`src/rtl/fp_to_tc.sv`:
```
// rtl/fp_to_tc.sv - sign/exponent/significand to 12-bit two's-complement decoder
//
// Decodes D = F * 2^E (negated when S=1) using a serial shifter, one
// transaction in flight at a time. Result latency is E+2 edges after the
// acceptance edge.
//
// Optional feature: define FP_TO_TC_CANON_CHECK_EN to flag non-canonical
// inputs (E!=0 with F[3]=0); such inputs yield D=0 and err=1. Without the
// macro err is tied low.
//
// Ports:
//   clk        sole clock, rising edge
//   rst_n      asynchronous active-low reset
//   in_valid   S/E/F valid this cycle
//   in_ready   registered, high only in IDLE once out of reset
//   S, E, F    sign, 3-bit exponent, 4-bit significand
//   out_valid  D/err hold a result
//   out_ready  consumer accepts the result
//   D          12-bit two's-complement result
//   err        non-canonical input flag

module fp_to_tc (
    input  logic        clk,
    input  logic        rst_n,
    input  logic        in_valid,
    output logic        in_ready,
    input  logic        S,
    input  logic [2:0]  E,
    input  logic [3:0]  F,
    output logic        out_valid,
    input  logic        out_ready,
    output logic [11:0] D,
    output logic        err
);

    typedef enum logic [1:0] {IDLE, SHIFT, NEG, DONE} state_t;

    state_t      state;
    state_t      next_state;
    logic        sign;
    logic [2:0]  cnt;
    logic [11:0] mag;
    logic        accept;

    // in_ready is only ever set while in IDLE, so this is the handshake.
    assign accept = (state == IDLE) && in_valid && in_ready;

    always_ff @(posedge clk or negedge rst_n) begin
        if (!rst_n) begin
            state <= IDLE;
        end else begin
            state <= next_state;
        end
    end

    always_comb begin
        next_state = state;
        case (state)
            IDLE:    if (accept) next_state = SHIFT;
            SHIFT:   if (cnt == 3'd0) next_state = NEG;
            NEG:     next_state = DONE;
            DONE:    if (out_ready) next_state = IDLE;
            default: next_state = IDLE;
        endcase
    end

`ifdef FP_TO_TC_CANON_CHECK_EN
    logic bad;

    always_ff @(posedge clk or negedge rst_n) begin
        if (!rst_n) begin
            bad <= 1'b0;
            err <= 1'b0;
        end else begin
            if (accept) begin
                bad <= (E != 3'd0) && !F[3];
            end
            if (state == NEG) begin
                err <= bad;
            end
        end
    end
`else
    assign err = 1'b0;
`endif

    always_ff @(posedge clk or negedge rst_n) begin
        if (!rst_n) begin
            in_ready  <= 1'b0;
            out_valid <= 1'b0;
            D         <= 12'h000;
            sign      <= 1'b0;
            cnt       <= 3'd0;
            mag       <= 12'h000;
        end else begin
            case (state)
                IDLE: begin
                    if (accept) begin
                        sign     <= S;
                        cnt      <= E;
                        mag      <= {8'b0, F};
                        in_ready <= 1'b0;
                    end else begin
                        // First edge after reset release raises in_ready.
                        in_ready <= 1'b1;
                    end
                end
                SHIFT: begin
                    if (cnt != 3'd0) begin
                        mag <= mag << 1;
                        cnt <= cnt - 3'd1;
                    end
                end
                NEG: begin
`ifdef FP_TO_TC_CANON_CHECK_EN
                    if (bad) begin
                        D <= 12'h000;
                    end else begin
                        D <= sign ? (~mag + 12'd1) : mag;
                    end
`else
                    // ~0+1 wraps to 0, so F=0 never produces negative zero.
                    D <= sign ? (~mag + 12'd1) : mag;
`endif
                    out_valid <= 1'b1;
                end
                DONE: begin
                    if (out_ready) begin
                        out_valid <= 1'b0;
                        in_ready  <= 1'b1;
                    end
                end
                default: begin
                    in_ready <= 1'b0;
                end
            endcase
        end
    end

endmodule

```
`config.mk`:
```
export PLATFORM = sky130hd
export DESIGN_NAME = fp_to_tc
export DESIGN_NICKNAME = d
export VERILOG_FILES = /design/src/rtl/fp_to_tc.sv
export SDC_FILE = /design/constraint.sdc
export NUM_CORES = 1
export LEC_CHECK = 0
export ABC_AREA = 1
export BUFFER_PORTS_ARGS = -buffer_cell sky130_fd_sc_hd__buf_2
export CAP_MARGIN = 20
export CORE_MARGIN = 5
export CORE_UTILIZATION = 30
export DETAILED_ROUTE_END_ITERATION = 10
export HOLD_SLACK_MARGIN = 0.02
export REMOVE_ABC_BUFFERS = 1
export SETUP_SLACK_MARGIN = 0.2
export SLEW_MARGIN = 20
export SYNTH_ARGS = -nofsm -noshare
export SYNTH_HDL_FRONTEND = slang
export SYNTH_SLANG_ARGS = --single-unit
export TNS_END_PERCENT = 30
```
`constraint.sdc`:
```
create_clock -name clk -period 1.55 [get_ports clk]
set_input_delay 0.31 -clock clk [delete_from_list [all_inputs] [get_ports clk]]
set_output_delay 0.31 -clock clk [all_outputs]
set_load 0.02 [all_outputs]
```
==> results by group <==
Routing
  • DR vias: 1475
  • Post-route ant nets: 0
  • DR pass1 iterations: 4
  • Total wire length: 3.861 mm
  • M1 WL: 1.837 mm
  • Drt drc: 0
  • Uppermost layer routed: met4
  • Met2 routed WL: 1.759 mm
  • Vias/cell: 4.595
  • DRT iter0 DRCs: 69
  • Post-DR wirelength/cell: 12.03 um
  • Met3 Wirelength: 197 um

Die
  • Die Ht: 86.39 um
  • Core Footprint: 5574 um2
  • I/O Pins: 27
  • Die area: 7462 um2
  • Placement Rows: 27
  • Die width: 86.39 um
  • Starting density of the core: 0.3140

Synthesis
  • Most frequent cell after synthesis: nand2_1
  • Sequential fraction of the synthesis area: 0.4575
  • Synth warn: 0
  • Post-synth top area share: 0.4575
  • Yosys cell types: 25
  • Post-synth EDFFs: 0
  • Top FF cell, synth: dfrtp_1
  • Top cells by area, synth: dfrtp_1 46%, nand2_1 9.9%, o21ai_2 6.0%
  • Post-Syn Area: 1750 um2
  • Post-Synthesis Cells: 200
  • Yosys reg bits: 32
  • Syn avg cell area: 8.752 um2
  • Top cells by count, synth: 46 x nand2_1, 32 x dfrtp_1, 22 x inv_1, 17 x nand3_1
  • Ys async rst share: 1.000
  • Synth area leader: dfrtp_1

Worst setup path
  • Critical Path Sink Type: register
  • Reg-to-reg endpoint: mag[1]
  • CP required: 1.72 ns
  • Crit path launch: cnt[0]
  • Worst Path Arrival: 1.60 ns
  • Largest fanout on the critical path: 7
  • Reg2reg start: cnt[0]
  • CP endpoint: mag[1]
  • CP Class: reg2reg
  • Reg2Reg Depth: 10
  • R2r setup slk: 0.13 ns
  • CP startpoint kind: register

Clocking
  • H-tree levels: 2
  • Clk sinks: 32
  • CTS tree: done
  • Root buf cell: clkbuf_8
  • Clock Latency Late Sink: 0.28 ns
  • TritonCTS Buffers: 5
  • Clk buf depth: 2
  • CTS Hold Buffers Added: 0
  • Worst-path clk slew: 0.07 ns

Layout
  • Layout cells sized above 1: 0.4056
  • Area growth syn-to-layout: 32.38%
  • Reg area: 802.0 um2
  • Fin nets: 267
  • Fin util: 0.4157
  • Multi-input gate area in the final layout: 897.1 um2
  • # fillers: 558
  • Ant. Diodes: 0

GRT
  • Initial antenna violation count: 0
  • Largest net degree at the start of global routing: 33
  • Vias in the first global route: 1450
  • First-pass GRT wire length: 6.610 mm
  • Total grt overflow: 0
  • GRT Total Usage: 0.1116

Timing
  • Tmin final: 1.425 ns
  • RSZ-0062 raised after global routing: true
  • Slew Limit Fails: 0
  • Final hold violations: 0
  • Fin crit share: 0.9191
  • Finish-stage setup viols: 0
  • Final worst slack: 0.1253 ns
  • F_max: 0.7019 GHz
  • Clk_skew: 0.004028 ns

Place
  • Dpl hpwl: 2.681 mm
  • Buffers added on ports: 25
  • Pre-CTS WS: 0.009158 ns
  • GP Congestion: 0.7563

Power and ir drop
  • PwrDens: 2234 nW/um2
  • Leak: 1.075 nW
  • Peak supply drop: 930.4 uV

Hold path
  • Class of the worst hold path: in2async

Flow run
  • Max-Cap Viols: 0

Status
  • Outcome: finished clean
## cell type report
class                   instances  share of cell area
multi-input cells             137              0.3871
flip-flops and latches         32              0.3461
repair buffers                 46              0.1285
inverters                      23             0.04536
well taps                      72             0.03888
clock buffers                   6             0.03564
repair inverters                3             0.01404
clock inverters                 2            0.004320
## state kept, by name, summed over array words and instances (netlist names)
register / cells
out_valid: 1
sign: 1
D: 12
mag: 12
state: 2
cnt: 3
in_ready: 1
## layout by cell type, fill, tap and decap left out, types with 3 or more instances in the layout
cell,n
a21oi_1,5
buf_2,25
buf_4,17
buf_6,4
clkbuf_8,6
dfrtp_1,31
ha_4,4
inv_1,13
inv_2,7
nand2_1,42
nand2_4,3
nand3_1,16
nand3_2,7
nor2_1,11
o211ai_1,7
o21ai_0,11
o21ai_1,3
o21ai_2,11
xor2_1,3
## through the flow
step           hold slack (ns)  setup TNS [ns]  area, um2  power, mW  instances
6_report               0.04370               0       2317      5.176        321
2_1_floorplan          0.01441          -3.110       1680      3.040        192
4_1_cts                0.05190               0       2236      4.996        317
3_5_place_dp            0.3608               0       2001      3.857        303
3_3_place_gp            0.3570               0       2001      3.815        303
5_1_grt                0.08158               0       2317      5.658        321
## critical path, cell delays in order (launching register included)
cell and delay, ns:
dfrtp_1 0.38, inv_2 0.08, ha_4 0.13, ha_4 0.13, inv_4 0.03, nand2_4 0.05, o21ai_4 0.06, nand2_4 0.16
clkinv_8 0.09, o211ai_1 0.12, o21ai_2 0.07
## metal layers
| metal | vias to the layer above | track usage |
|---|---|---|
| met1 | 686 | 0.1471 |
| met3 | 7 | 0.02662 |
| met5 | - | 0 |
| met4 | 0 | 0.05099 |
| li1 | 754 | - |
| met2 | 28 | 0.1725 |
## worst min-delay path by stage
stage	startpoint	to	cells past startpoint
final	rst_n	D[2]	2
after CTS	rst_n	D[1]	2
after floorplan	rst_n	D[0]	0
after global placement	rst_n	D[2]	2
after detailed placement	rst_n	D[1]	2
after global routing	rst_n	D[4]	2
## power breakdown
part	switching, mW	internal (mW)	total (mW)
combinational	1.81	1.29	3.10
sequential	0.238	1.17	1.41
clock	0.317	0.354	0.671
## logic make-up (layout without fill, tap and decap cells)
kind of cell,count (synthesis),after routing,share of synthesized area
compound gates,41,41,0.1558
other cells,1,1,0.002142
xor+xnor,3,3,0.01501
simple gates,84,84,0.2209
fa+ha+maj,7,7,0.05003
buf+inv,31,80,0.09221
flops,32,32,0.4575
mux,1,1,0.006433
## what timing repair did
item / 4_1_cts / 5_1_grt
cloned: 2 / 1
resized for setup: 23 / 17
setup buffers: 4 / 3
setup endpoints to repair: 20 / 28
pin swaps: 6 / 4
No activity file was read; power rests on OpenSTA's default activity.
